[src/rtl/mod_mult_if.sv]
// mod_mult_if: start/end pulse handshake and operand bus for the modular multiplier
interface mod_mult_if #(
  parameter int WIDTH = 32,
  parameter int LEN_W = 8
);
  logic mm_start;
  logic [LEN_W-1:0] len;
  logic [WIDTH-1:0] a_in;
  logic [WIDTH-1:0] b_in;
  logic [WIDTH-1:0] modulus;
  logic mm_end;
  logic [WIDTH-1:0] mm_out;
  logic mm_err;
  modport master(output mm_start, len, a_in, b_in, modulus, input mm_end, mm_out, mm_err);
  modport slave(input mm_start, len, a_in, b_in, modulus, output mm_end, mm_out, mm_err);
endinterface

[src/rtl/mod_mult.sv]
// mod_mult: MSB-first interleaved shift-add (a*b) mod n; define MM_ERR_CHECK_EN for operand range checking
module mod_mult #(
  parameter int WIDTH = 32,
  parameter int LEN_W = 8
) (
  input logic clk,
  input logic rst,
  mod_mult_if.slave bus
);
  localparam logic [1:0] IDLE = 2'd0;
  localparam logic [1:0] ITER = 2'd1;
  localparam logic [1:0] DONE = 2'd2;
  localparam int CW = $clog2(WIDTH + 1);
  localparam int WL = LEN_W > CW ? LEN_W : CW;
  logic [1:0] state;
  logic [CW-1:0] cnt;
  logic [WIDTH-1:0] a_r, b_r, n_r, bsh;
  logic [WIDTH:0] r, nx, d, ds, s, t;
  logic [WL-1:0] len_x, len_c;
  assign len_x = WL'(bus.len);
  assign len_c = len_x > WL'(WIDTH) ? WL'(WIDTH) : len_x;
  assign nx = {1'b0, n_r};
  assign bsh = b_r >> cnt;
  assign d = r << 1;
  assign ds = d >= nx ? d - nx : d;
  assign s = bsh[0] ? ds + {1'b0, a_r} : ds;
  assign t = s >= nx ? s - nx : s;
`ifdef MM_ERR_CHECK_EN
  logic bad, err_r;
  assign bad = bus.modulus == '0 || bus.a_in >= bus.modulus || bus.b_in >= bus.modulus;
  // error flag latched at start, published with the completion pulse
  always_ff @(posedge clk)
    if (rst) begin
      err_r <= 1'b0;
      bus.mm_err <= 1'b0;
    end else begin
      if (state == IDLE && bus.mm_start) err_r <= bad;
      if (state == DONE) bus.mm_err <= err_r;
    end
`else
  logic bad;
  assign bad = 1'b0;
  assign bus.mm_err = 1'b0;
`endif
  // control FSM and accumulator; a rejected operation leaves R at 0 so mm_out reads 0
  always_ff @(posedge clk)
    if (rst) begin
      state <= IDLE;
      r <= '0;
      cnt <= '0;
      a_r <= '0;
      b_r <= '0;
      n_r <= '0;
      bus.mm_end <= 1'b0;
      bus.mm_out <= '0;
    end else begin
      bus.mm_end <= 1'b0;
      case (state)
        IDLE:
          if (bus.mm_start) begin
            a_r <= bus.a_in;
            b_r <= bus.b_in;
            n_r <= bus.modulus;
            r <= '0;
            cnt <= len_c == '0 ? '0 : CW'(len_c - WL'(1));
            state <= (len_c == '0 || bad) ? DONE : ITER;
          end
        ITER: begin
          r <= t;
          cnt <= cnt - CW'(1);
          state <= cnt == '0 ? DONE : ITER;
        end
        default: begin
          bus.mm_end <= 1'b1;
          bus.mm_out <= r[WIDTH-1:0];
          state <= IDLE;
        end
      endcase
    end
endmodule

[src/flat_wrapper.sv]
// flat-port wrapper written by rule: the top's interface ports become plain ports
module mod_mult_flat 
#(
  parameter int WIDTH = 32,
  parameter int LEN_W = 8
)
  (clk, rst, bus_mm_start, bus_len, bus_a_in, bus_b_in, bus_modulus, bus_mm_end, bus_mm_out, bus_mm_err);
  mod_mult_if #(.WIDTH(WIDTH), .LEN_W(LEN_W)) bus_i ();
  input logic clk;
  input logic rst;
  input wire logic [$bits(bus_i.mm_start)-1:0] bus_mm_start;
  input wire logic [$bits(bus_i.len)-1:0] bus_len;
  input wire logic [$bits(bus_i.a_in)-1:0] bus_a_in;
  input wire logic [$bits(bus_i.b_in)-1:0] bus_b_in;
  input wire logic [$bits(bus_i.modulus)-1:0] bus_modulus;
  output wire logic [$bits(bus_i.mm_end)-1:0] bus_mm_end;
  output wire logic [$bits(bus_i.mm_out)-1:0] bus_mm_out;
  output wire logic [$bits(bus_i.mm_err)-1:0] bus_mm_err;
  assign bus_i.mm_start = bus_mm_start;
  assign bus_i.len = bus_len;
  assign bus_i.a_in = bus_a_in;
  assign bus_i.b_in = bus_b_in;
  assign bus_i.modulus = bus_modulus;
  assign bus_mm_end = bus_i.mm_end;
  assign bus_mm_out = bus_i.mm_out;
  assign bus_mm_err = bus_i.mm_err;
  mod_mult #(.WIDTH(WIDTH), .LEN_W(LEN_W)) u_core (.clk(clk), .rst(rst), .bus(bus_i));
endmodule
[config.mk]
export PLATFORM = sky130hd
export DESIGN_NAME = mod_mult_flat
export DESIGN_NICKNAME = d
export VERILOG_FILES = /design/src/rtl/mod_mult_if.sv /design/src/rtl/mod_mult.sv /design/src/flat_wrapper.sv
export SDC_FILE = /design/constraint.sdc
export NUM_CORES = 1
export LEC_CHECK = 0
export CORE_MARGIN = 1.5
export CORE_UTILIZATION = 55
export CTS_BUF_LIST = sky130_fd_sc_hd__clkbuf_2
export CTS_CLUSTER_DIAMETER = 50
export DETAILED_ROUTE_END_ITERATION = 8
export HOLD_SLACK_MARGIN = 0.02
export PLACE_DENSITY_LB_ADDON = 0.2
export SYNTH_ARGS = -nofsm -noshare
export SYNTH_HDL_FRONTEND = slang
export SYNTH_SLANG_ARGS = --single-unit
[constraint.sdc]
create_clock -name clk -period 16.75 [get_ports clk]
set_input_delay 5.025 -clock clk [delete_from_list [all_inputs] [get_ports clk]]
set_output_delay 5.025 -clock clk [all_outputs]
set_load 0.01 [all_outputs]
[After elaboration in Yosys (flattened, before gate mapping)]
Index checks and enable logic that the tools add are counted.
Cells by class
  $add $sub $neg: 5
  magnitude comparators: 3
  equality and inequality tests: 2
  shift operators: 1
  mux-type cells: 14
  reduce and logical (&&, ||, !) cells: 7
Operators by type and width (number)
  $ge A33 B32 Y1: 2
  $mux W33: 2
  $mux W32: 2
  $pmux W32 S2: 1
  $add A33 B32 Y33: 1
  $sub A33 B32 Y33: 1
  $shr A32 B6 Y1: 1
  $sub A32 B32 Y32: 1
  $mux W6: 2
  $pmux W6 S2: 1
  $sub A6 B1 Y6 const B: 2
  $gt A8 B6 Y1 const B: 1
  $logic_not A8 Y1: 1
  $mux W8: 1
  $logic_not A6 Y1: 1
  $mux W2: 3
  $pmux W2 S2: 1
  $reduce_and A2 Y1: 2
  $eq A2 B1 Y1 const B: 1
  $logic_not A2 Y1: 1
  $ne A2 B2 Y1 const B: 1
  $reduce_bool A2 Y1: 1
  $reduce_or A2 Y1: 1
  $mux W1: 1
Word-level totals
  flip-flop bits (word level): 169
  output and inout bits: 34
  logic and storage cells: 40

[Logic depth before layout (Yosys ltp)]
  word-level depth: 7
  mapped depth: 35

[Worst setup path before layout]
OpenSTA, ideal clock, no wires.
  path kind: input to register
  start: in bus_len[0]
  end: reg u_core.cnt[4]
  data arrival time: 7033 ps
  data required time: 16664 ps
  setup slack: 9631 ps
  stages on the path: 10
  path buffers: 0
  cell sequence: nor3_1 -> nand2_1 -> a211oi_1 -> nand2_1 -> ha_1 -> and3b_1 -> a211o_1 -> nand2_1 -> a21oi_1 -> a211oi_1
Between the ends
  longest elaborated chain between the ends: 6
  elaborated cells on any way between the ends: 7
  those cells by class: add/sub: 1; order compare: 1; mux: 4; reduce/logical: 1
RTL lines
  start, declared: RTL line flat_wrapper.sv:12  | input wire logic [$bits(bus_i.len)-1:0] bus_len;
  $gt A8 B6 Y1: RTL line mod_mult.sv:21  | assign len_c = len_x > WL'(WIDTH) ? WL'(WIDTH) : len_x;
  $mux W8 *: RTL line mod_mult.sv:21
  $sub A6 B1 Y6 or $logic_not A8 Y1 (tied branches): RTL line mod_mult.sv:65  | cnt <= len_c == '0 ? '0 : CW'(len_c - WL'(1));
  $mux W6 *: RTL line mod_mult.sv:65
  $mux W6 *: RTL line mod_mult.sv:60  | if (bus.mm_start) begin
  $pmux W6 S2 *: RTL line mod_mult.sv:58  | case (state)
  end signal, assigned: RTL line mod_mult.sv:65
  end signal, assigned: RTL line mod_mult.sv:70  | cnt <= cnt - CW'(1);
  end, declared: RTL line mod_mult.sv:16  | logic [CW-1:0] cnt;
Mark *: on every way between the ends. The rest lies on a longest branch, timed or not. The select of a mux whose other input is x is not followed.
A chain may end at the register's enable or synchronous reset.

[Worst setup path in the final report]
  start: reg u_core.n_r[25]
  end: reg u_core.r[22]
Between the ends
  longest elaborated chain between the ends: 7
  elaborated cells on any way between the ends: 9
  those cells by class: add/sub: 3; order compare: 2; mux: 4
RTL lines
  start, declared: RTL line mod_mult.sv:17  | logic [WIDTH-1:0] a_r, b_r, n_r, bsh;
  start signal, assigned: RTL line mod_mult.sv:63  | n_r <= bus.modulus;
  $sub A33 B32 Y33 or $ge A33 B32 Y1 (tied branches): RTL line mod_mult.sv:25  | assign ds = d >= nx ? d - nx : d;
  $mux W33: RTL line mod_mult.sv:25
  $add A33 B32 Y33: RTL line mod_mult.sv:26  | assign s = bsh[0] ? ds + {1'b0, a_r} : ds;
  $mux W33: RTL line mod_mult.sv:26
  $ge A33 B32 Y1 or $sub A32 B32 Y32 (tied branches): RTL line mod_mult.sv:27  | assign t = s >= nx ? s - nx : s;
  $mux W32 *: RTL line mod_mult.sv:27
  $pmux W32 S2 *: RTL line mod_mult.sv:58
  end signal, assigned: RTL line mod_mult.sv:69  | r <= t;
  end, declared: RTL line mod_mult.sv:18  | logic [WIDTH:0] r, nx, d, ds, s, t;
Mark *: on every way between the ends. The rest lies on a longest branch, timed or not.

==> metrics.txt <==
Initial Util 0.563; fin crit share 0.552; Routed Antenna Nets 0; Fmax about 110 MHz; Least-Margin Pin Slew around 1100 ps; Final nets around 2000; max_slew headroom 0.239; Leakage 6.10 nW; count of final setup violators 0; HPWL Detailed 27900 um; status finished, final reports clean; crit path DAT 9950 ps; Pins Over Slew Limit 0; #FFs+latches synth 169; mapped cell area ~13000 um^2; Syn Nets 1860; synth cell count leaders 285 x nand2_1, 191 x a21oi_1, 169 x dfxtp_1; Layout area overhead 14.2%; CTS Sinks 169; clk_skew 54.0 ps; initial DRC count about 1200; RSZ-0062 raised after global routing no; Rows between 50 and 60; Setup crit end kind register; vias 12361; Vias/cell ~6.0; Hold-fix buffers, CTS 0; Net Switching 0.00158 W; Distinct cells, synth between 80 and 90; P_int 0.00148 W; final weighted congestion in routability-driven placement roughly 0.97; Post-synth ARST share 0; Routed WL per cell 17.8 um; Hold Vio Cnt, Final 0; Post-CTS Repair Setup Buffers 0; Comb pwr share 0.762; sw frac 0.515; crit path launch type register; Clock transition at path regs 350 ps; layout cells sized above 1 0.0634; WP data required ~17000 ps; grt total ovfl 0; Post-synth EDFFs 0; die area 24200 um^2; die width 156 um; cell with the most instances after synthesis nand2_1; Power Dens Cells approximately 210 nW/um^2; WL final 36800 um; TritonCTS clock tree yes; Synth top area share 0.264; FILL cells around 2100; worst hold path class register to register; Final Critical Period roughly 9000 ps; global-route wire length before repair 58000 um; Max IR drop VDD 113 uV; Die Ht 156 um; sequential fraction of the synthesis area 0.264; CP max-delay cell nand2_2; Clk pwr share 0.084; Root Buffer clkbuf_2; max_cap viols 0; CTS Buf Count 17; Post-Synthesis Cells roughly 1700; top post-synthesis cells by area dfxtp_1 26%, ha_1 9.6%, nand2_1 8.3%, a21oi_1 7.5%, mux2i_1 5.5%; core area approximately 23000 um^2; crit path kind register to register; Post-CTS Resized 0; Port-buffer cells between 100 and 150; post-synth top area cell dfxtp_1; Total Routing Usage GR 0.301; Top Ports approximately 140; htree depth 4; mean post-synth cell area 7.76 um^2; DRT Pass-1 Iters 8; initial antenna violation count 1; setup TNS 0 ps; DRC viols 0; Skew-Pair Late Insertion Delay 830 ps; vias in the first global route 11484; leading register cell type out of synthesis dfxtp_1; dpl ws 7880 ps; max incr delay on CP between 600 and 700 ps; Clock Path Buffers 2; Ys Warns 0; crit-path max FO 25; Flop pwr share 0.154; Final WS setup 7500 ps; largest net degree at the start of global routing 105
[kinds of logic after synthesis]
| family | synth area share |
|---|---|
| and+or+nand+nor | 0.195 |
| xor gates and xnor gates | 0.0526 |
| other | 0.000293 |
| AOI/OAI and AO/OA | 0.229 |
| buffers and inverters | 0.0447 |
| muxes | 0.114 |
| DFF | 0.264 |
| adders and majority gates | 0.100 |
[per-stage QoR]
stage	hold WS [ps]	cell area [um^2]	power [W]	utilization	instances
2_1_floorplan	433	12800	0.00228	-	1652
3_3_place_gp	441	14300	0.00270	0.629	2033
3_5_place_dp	447	14300	0.00273	0.629	2033
4_1_cts	471	14600	0.00300	0.643	2065
5_1_grt	487	14600	0.00327	0.643	2066
6_report	468	14600	0.00306	0.643	2066
[per-layer routing]
metal / track usage / part of all wire
met5: 0 / 0
met4: 0.101 / 0.030
met3: 0.0578 / 0.071
met2: 0.495 / 0.46
met1: 0.397 / 0.44
[power groups by stage]
stage / logic, W / clock network, W / registers [W]
detailed placement: 0.00225 / 0 / 0.000478
CTS: 0.00227 / 0.000258 / 0.000471
global placement: 0.00223 / 0 / 0.000476
floorplan: 0.00181 / 0 / 0.000463
finish: 0.00233 / 0.000256 / 0.000471
global route: 0.00252 / 0.000273 / 0.000475
[worst paths after layout]
check	from	to	slack [ps]	depth (start not counted)
setup / recovery	u_core.n_r[25]	u_core.r[22]	7500	29
hold / removal	u_core.b_r[23]	u_core.b_r[23]	470	2
setup reg to reg	u_core.n_r[25]	u_core.r[22]	7500	29
hold reg to reg	u_core.b_r[23]	u_core.b_r[23]	470	2
[cell type report]
| class | instances | area [um^2] | area share |
|---|---|---|---|
| multi-input cells | 1341 | 8870 | 0.606 |
| flip-flops and latches | 169 | 3380 | 0.231 |
| repair buffers | 145 | 1430 | 0.0980 |
| well taps | 313 | 392 | 0.0268 |
| inverters | 65 | 244 | 0.0167 |
| clock inverters | 15 | 221 | 0.0151 |
| clock buffers | 17 | 85.1 | 0.00581 |
| diodes | 1 | 2.50 | 0.000171 |
[registers in the layout, summed over array words and instances, names as in the netlist]
signal and cells:
u_core.a_r 32, u_core.b_r 32, u_core.bus.mm_end 1, u_core.bus.mm_out 32, u_core.cnt 6, u_core.n_r 32
u_core.r 32, u_core.state 2
[placed cells by master (no fill, tap or decap), drive strengths merged, types with 14 or more instances in the layout]
cell,n
a211oi,23
a21oi,192
a21o,35
inv,70
nand4,15
and3,22
nand3,29
nand2b,14
dfxtp,169
o21ai,92
nor3,23
mux2,46
clkdlybuf4s50,138
ha,98
xnor2,54
clkbuf,17
xor2,23
o21a,16
mux2i,72
nor2,122
nand2,286
[worst max-delay path, delay by kind of cell (launching register included)]
family | cells | cell delay [ps]
buffers and inverters | 2 | 560
and+or+nand+nor | 9 | 3060
DFF | 1 | 410
adders and majority gates | 3 | 1330
AOI/OAI and AO/OA | 10 | 2090
muxes | 4 | 1550
xor gates and xnor gates | 1 | 100
No activity file was read; power rests on OpenSTA's default activity.
